File: config.mk
export PLATFORM = sky130hd
export DESIGN_NAME = inst_fetch
export DESIGN_NICKNAME = d
export VERILOG_FILES = /design/src/rtl/inst_fetch.sv
export SDC_FILE = /design/constraint.sdc
export NUM_CORES = 1
export LEC_CHECK = 0
export BUFFER_PORTS_ARGS = -buffer_cell sky130_fd_sc_hd__buf_4
export CAP_MARGIN = 10
export CORE_ASPECT_RATIO = 0.5
export CORE_UTILIZATION = 48
export DETAILED_ROUTE_END_ITERATION = 8
export PLACE_DENSITY_LB_ADDON = 0.2
export SYNTH_ARGS = -nofsm -noshare
export SYNTH_HDL_FRONTEND = slang
export SYNTH_SLANG_ARGS = --single-unit
export TNS_END_PERCENT = 50
File: constraint.sdc
create_clock -name clk -period 2.68 [get_ports clk]
set_input_delay 0.536 -clock clk [delete_from_list [all_inputs] [get_ports clk]]
set_output_delay 0.536 -clock clk [all_outputs]
set_load 0.01 [all_outputs]
File: src/rtl/inst_fetch.sv
// Instruction fetch stage: PC register, branch redirect with a pending slot
// that holds a redirect arriving during a stall, and an alignment check
// that suppresses misaligned fetches.
module inst_fetch #(
    parameter logic [31:0] RESET_PC = 32'hBFBF_FFFC,
    parameter int unsigned STALL_W  = 6
) (
    input  logic               clk,
    input  logic               rst,
    input  logic [STALL_W-1:0] stall,
    input  logic [32:0]        br_bus,
    output logic [32:0]        if_to_id_bus,
    output logic               inst_sram_en,
    output logic [3:0]         inst_sram_wen,
    output logic [31:0]        inst_sram_addr,
    output logic [31:0]        inst_sram_wdata,
    output logic               fetch_adel,
    output logic [31:0]        fetch_cnt
);

    logic        br_e;
    logic [31:0] br_addr;
    logic        stop;

    logic [31:0] pc_q, pc_d;
    logic        ce_q, ce_d;
    logic        adel_q, adel_d;
    logic        pend_v_q, pend_v_d;
    logic [31:0] pend_addr_q, pend_addr_d;
    logic [31:0] cnt_q, cnt_d;
    logic [31:0] next_pc;

    assign br_e    = br_bus[32];
    assign br_addr = br_bus[31:0];
    assign stop    = stall[0];

    // Only bit 0 of the stall vector concerns this stage.
    logic unused_stall;
    assign unused_stall = ^stall[STALL_W-1:1];

    // Next-fetch selection: a live redirect beats a pending one.
    always_comb begin
        next_pc = pc_q + 32'd4;
        if (br_e) begin
            next_pc = br_addr;
        end else if (pend_v_q) begin
            next_pc = pend_addr_q;
        end
    end

    // Next-state: advance when not stalled, otherwise hold and capture redirects.
    always_comb begin
        pc_d        = pc_q;
        ce_d        = ce_q;
        adel_d      = adel_q;
        pend_v_d    = pend_v_q;
        pend_addr_d = pend_addr_q;
        cnt_d       = cnt_q;
        if (!stop) begin
            pc_d     = next_pc;
            ce_d     = 1'b1;
            adel_d   = (next_pc[1:0] != 2'b00);
            pend_v_d = 1'b0;
            // Counts the fetch presented in this cycle; wraps naturally.
            if (inst_sram_en) begin
                cnt_d = cnt_q + 32'd1;
            end
        end else if (br_e) begin
            // A later redirect while stalled replaces the earlier one.
            pend_v_d    = 1'b1;
            pend_addr_d = br_addr;
        end
    end

    // State register with synchronous reset that dominates stall and redirect.
    always_ff @(posedge clk) begin
        if (rst) begin
            pc_q        <= RESET_PC;
            ce_q        <= 1'b0;
            adel_q      <= 1'b0;
            pend_v_q    <= 1'b0;
            pend_addr_q <= 32'h0;
            cnt_q       <= 32'h0;
        end else begin
            pc_q        <= pc_d;
            ce_q        <= ce_d;
            adel_q      <= adel_d;
            pend_v_q    <= pend_v_d;
            pend_addr_q <= pend_addr_d;
            cnt_q       <= cnt_d;
        end
    end

    // Outputs come straight from registers; no input reaches them combinationally.
    always_comb begin
        inst_sram_en    = ce_q & ~adel_q;
        inst_sram_wen   = 4'b0000;
        inst_sram_addr  = pc_q;
        inst_sram_wdata = 32'h0;
        if_to_id_bus    = {ce_q & ~adel_q, pc_q};
        fetch_adel      = adel_q & ce_q;
        fetch_cnt       = cnt_q;
    end

endmodule
==> results of run 1 <==
==> through the flow <==
| step | utilization (%) | setup slack (ns) | total power [mW] |
|---|---|---|---|
| after detailed placement | 56.4 | 0.460 | 2.33 |
| after floorplan | - | 0.776 | 2.15 |
| final | 58.8 | 0.667 | 3.49 |
| after global routing | 58.8 | 0.435 | 3.65 |
| after CTS | 58.8 | 0.658 | 3.53 |
| after global placement | 56.4 | 0.475 | 2.32 |
==> logic make-up (layout without fill, tap and decap cells) <==
logic type               after synthesis  in the layout
buffers and inverters                119            171
adder cells (fa/ha/maj)                2              2
flip-flops                            99             99
other                                  1             36
multiplexers                          11             11
AO/OA/AOI/OAI                        159            159
XOR/XNOR                              33             33
AND/OR/NAND/NOR                      257            257
==> cells in the final DEF, fill, tap and decap left out, types with 8 or more instances in the layout <==
cell       instances
a21oi_1           63
and2_1             8
and3_1             8
and4_1             8
buf_4            147
clkbuf_16          9
conb_1            36
dfxtp_1           99
inv_1              8
mux2i_1            8
nand2_1           89
nand2b_1           8
nand3_1           17
nand4_1           21
nor2_1            62
nor3_1             9
o21ai_0           14
o21ai_1            8
o22ai_1            8
xnor2_1           10
xor2_1            23
==> worst max-delay path, delay by kind of cell, from the launching register on <==
family                   cells  cell delay, ns
AO/OA/AOI/OAI                3            0.41
adder cells (fa/ha/maj)      1            0.27
flip-flops                   1            0.49
AND/OR/NAND/NOR              2            0.71
==> power groups by stage <==
stage               sequential (mW)  combinational [mW]  clock (mW)
global placement               1.65               0.671           0
floorplan                      1.65               0.495           0
detailed placement             1.66               0.679           0
global route                   1.63               0.740        1.28
finish                         1.62               0.682        1.19
CTS                            1.62               0.681        1.22
==> layout make-up <==
type	instances	area, µm²	area share [%]
clock buffer	10	239	3.68
tap	145	181	2.79
timing repair buffer	147	1100	17.0
inverter	9	33.8	0.520
multi-input combinational	498	2930	45.0
clock inverter	5	30.0	0.462
sequential	99	1980	30.5
==> layer usage <==
metal	wire length, µm	vias up
met5	0	-
met4	45	0
met3	1100	4
met2	6160	208
met1	6600	2398
li1	-	2453
==> final timing paths <==
| path | from | end | slack (ns) | depth (start not counted) |
|---|---|---|---|---|
| worst max-delay path | inst_sram_addr[2] | inst_sram_addr[24] | 0.67 | 6 |
| worst min-delay path | pend_addr_q[2] | pend_addr_q[2] | 0.45 | 2 |
| worst max register to register | inst_sram_addr[2] | inst_sram_addr[24] | 0.67 | 6 |
| worst min register to register | pend_addr_q[2] | pend_addr_q[2] | 0.45 | 2 |
==> registers in the layout (all words and copies together), names as in the netlist <==
signal          flops
fetch_cnt          32
inst_sram_addr     32
pend_addr_q        32
adel_q              1
ce_q                1
pend_v_q            1
==> results.toml, run 1 <==
[sta]
slew_headroom_pct = 26.0
max_freq_mhz = 497
period_share_pct = 75.1
tns_ns = 0
drv_slew = 0
fin_worst_skew_ns = 0.00787
holdWs_ns = 0.453
setup_viol = 0
finalHoldViolCount = 0
rsz0062_at_grt = "no"
period_minus_slack_ns = 2.01
worst_pin_slew_ns = 1.11

[final_layout]
fin_cells = 913
diodes = 0
final_area_mm2 = 0.00649
synthToLayoutAreaGrowth_pct = 18.4
fillerInstances = 1011
final_nets = 807
drive_gt1_share_pct = 23.7

[worst_setup_path]
cp.required_ns = 2.89
slowest_delay_ns = 0.49
worstSetupPathType = "reg2reg"
cp_slowest_cell = "dfxtp_1"
crit_path_cell_trace = "ha_1, nand3_2, nor4_4, a41oi_1, o21ai_1, o311ai_1"
start_kind = "register"
crit_arrival_ns = 2.22
critPathCaptureType = "register"
crit_fanout = 7

[logic_synthesis]
synthesis.area_mm2 = 0.00549
synth_edf_count = 0
muxShareOfSynthArea_pct = 2.08
synth_common_cells = "99 x dfxtp_1, 89 x nand2_1, 70 x buf_4"
synth_compound_area_share_pct = 18.5
yosys-top-cells-area = "dfxtp_1 36%, buf_4 9.6%, nand2_1 6.1%"
yosys_register_bits = 99
synthArstFlopShare_pct = 0
ys_seq_area_share_pct = 36.1
syn_area_per_cell_um2 = 8.05
synth_most_common_cell = "dfxtp_1"
yosys.area.top_type_share_pct = 36.1
yosysWarnings = 0
synth_simple_gate_area_share_pct = 24.5
yosys.area_share.xor_xnor_pct = 5.27
syn_inst = 681
ys_types = 64
synth_top_family_by_area = "simple AND/OR/NAND/NOR gates"
yosysTopAreaCell = "dfxtp_1"
synth_ff_type = "dfxtp_1"
synthAdderAreaFrac_pct = 0.456

[clock_network]
numCtsBuffers = 9
worstSkewPairLatency_ns = 0.33
h-tree-depth = 3
cts.path.max_buffers = 2
post-cts-setup-buffers = 0
cts_sinks = 99
ctsHoldBuffers = 0
cts-resized-gates = 0
clk_pin_slew_ns = 0.06
cts_tree = "yes"
root_buffer = "clkbuf_16"

[floorplan]
start_util_pct = 49.7
die_y_um = 77.6
die_area_mm2 = 0.0119
core_mm2 = 0.0110
std_cell_rows = 27
ioPinCount = 176
die_w_um = 153

[place]
dpl.hpwl_um = 9600
portBuffers = 134
placed_cell_area_mm2 = 0.00623
placed_cells = 898
routabilityCongestion = 0.802

[grt]
grt_pass1_vias = 4374
grt.met2_usage_pct = 36.3
gr-usage-met1_pct = 32.6
grt_usage_pct = 23.1
antenna_found_initial = 0
grt_pass1_wl_um = 22200
grt_max_degree = 53
grt_overflow_total = 0
met3_usage_pct = 5.03
grt-busiest-layer = "met2"

[pwr]
p_clk_share_pct = 34.0
power_frac_seq_pct = 46.5
p_sw_mw = 1.02
p_comb_share_pct = 19.5
power_density_mw_per_mm2 = 538
intPower_mw = 2.48
ir_drop_mv = 0.376
leakage_nw = 2.72
p_sw_share_pct = 29.1

[outcome]
status = "finished, final reports clean"

[detailed_routing]
dr.pass1.iters = 5
routed_wl_um = 13900
drc = 0
vias = 5063
vias_per_cell = 5.55
first_iter_violations = 350
wire_per_inst_um = 15.2
detail-route-antenna-nets = 0

[worst_hold_path]
holdCritPathClass = "reg2reg"

[job]
maxCapViolations = 0
No activity file was read; power rests on OpenSTA's default activity.
==> run 2, diff against run 1 <==
==> constraint.sdc (replaced) <==
create_clock -name clk -period 2.05 [get_ports clk]
set_input_delay 0.41 -clock clk [delete_from_list [all_inputs] [get_ports clk]]
set_output_delay 0.41 -clock clk [all_outputs]
set_load 0.01 [all_outputs]
==> results.toml, run 2 (same netlist as run 1, synthesis figures left out) <==
[outcome]
status = "finished, final reports clean"

[worst_setup_path]
worstSetupPathType = "reg2reg"
crit_arrival_ns = 2.14
critPathCaptureType = "register"
start_kind = "register"
startpoint = "inst_sram_addr[11]"
crit_path_cell_trace = "nand4_4, nor4_4, and4_1, o21ai_0, a211o_1"
r2r_start = "inst_sram_addr[11]"
worst-path-buf-inv = 0
cp.required_ns = 2.29
slowest_delay_ns = 0.50
critPathTopFamily = "simple AND/OR/NAND/NOR gates"
cp_slowest_cell = "dfxtp_1"
crit_fanout = 7

[pwr]
leakage_nw = 2.87
intPower_mw = 3.42
ir_drop_mv = 0.436
p_sw_mw = 1.44
power_frac_seq_pct = 43.1
power_density_mw_per_mm2 = 721
p_sw_share_pct = 29.7
p_comb_share_pct = 20.5
p_clk_share_pct = 36.5

[detailed_routing]
first_iter_violations = 348
dr.pass1.iters = 5
detail-route-antenna-nets = 0
vias_per_cell = 5.49
drc = 0
vias = 5168
wire_per_inst_um = 15.4
routed_wl_um = 14500

[final_layout]
final_common_cell = "buf_4"
mostFrequentLayoutCells = "173 x buf_4, 99 x dfxtp_1, 89 x nand2_1"
final_nets = 834
drive_gt1_share_pct = 26.4
seqCellArea_mm2 = 0.00198
multi_input_area_mm2 = 0.00293
synthToLayoutAreaGrowth_pct = 23.0
diodes = 0
fin_cells = 941
fillerInstances = 977

[clock_network]
numCtsBuffers = 9
cts_tree = "yes"
cts-resized-gates = 0
ctsHoldBuffers = 0
clk_pin_slew_ns = 0.07
cts_sinks = 99
post-cts-setup-buffers = 0
worstSkewPairLatency_ns = 0.36
h-tree-depth = 3
root_buffer = "clkbuf_16"
cts.path.max_buffers = 2

[floorplan]
core_mm2 = 0.0110
start_util_pct = 49.7
die_y_um = 77.6
die_area_mm2 = 0.0119
ioPinCount = 176
std_cell_rows = 27
die_w_um = 153

[grt]
grt_max_degree = 92
grt_pass1_wl_um = 23400
grt_usage_pct = 24.6
grt_overflow_total = 0
antenna_found_initial = 0
grt_pass1_vias = 4629

[sta]
period_minus_slack_ns = 1.90
fin_worst_skew_ns = 0.0104
finalHoldViolCount = 0
slew_headroom_pct = 55.8
worst_pin_slew_ns = 0.661
max_freq_mhz = 526
period_share_pct = 92.7
setup_viol = 0
holdWs_ns = 0.308
rsz0062_at_grt = "no"
drv_slew = 0
tns_ns = 0

[worst_hold_path]
holdCritPathClass = "in2reg"
hp-start = "br_bus[28]"

[place]
portBuffers = 134
dpl.hpwl_um = 10100
placed_cells = 925
routabilityCongestion = 0.827

[job]
maxCapViolations = 0
[run 2: power by group through the flow]
stage          registers, mW  logic (mW)  clock network (mW)
2_1_floorplan           2.16       0.647                   0
3_3_place_gp            2.13       0.975                   0
3_5_place_dp            2.14       0.990                   0
4_1_cts                 2.09       0.992                1.80
5_1_grt                 2.11        1.08                1.89
6_report                2.09       0.996                1.77
[run 2: path summary, 6_finish.rpt]
| check | end | slack, ns | cells past startpoint |
|---|---|---|---|
| max | inst_sram_addr[29] | 0.15 | 5 |
| min | pend_addr_q[28] | 0.31 | 3 |
| max reg2reg | inst_sram_addr[29] | 0.15 | 5 |
| min reg2reg | pend_addr_q[29] | 0.46 | 2 |
[run 2: through the flow]
stage	total power, mW	area, µm²	utilization (%)	setup slack [ns]
floorplan	2.81	5620	-	0.146
global placement	3.11	6440	58.3	0.131
detailed placement	3.13	6440	58.3	0.0934
CTS	4.89	6750	61.1	0.153
global route	5.08	6750	61.1	0.0267
finish	4.86	6750	61.1	0.151
[run 2: layer usage]
metal,track usage (%),vias to the layer above,share of wire [%]
met5,0,-,0
met4,7.27,0,1.2
met3,5.59,15,7.3
met2,37.9,197,44
met1,34.3,2440,48
li1,-,2516,-
[run 2: area by class of cell]
cell class | instances | share of cell area, %
multi-input cells | 498 | 43.4
clock buffers | 9 | 3.34
inverters | 9 | 0.501
clock inverters | 7 | 1.21
well taps | 145 | 2.69
flip-flops and latches | 99 | 29.4
repair buffers | 174 | 19.5
[run 2: worst reg2reg max path: cells and delay by family (launching register included)]
kind | cells | cell delay, ns
simple gates | 3 | 0.89
flops | 1 | 0.50
compound gates | 2 | 0.40
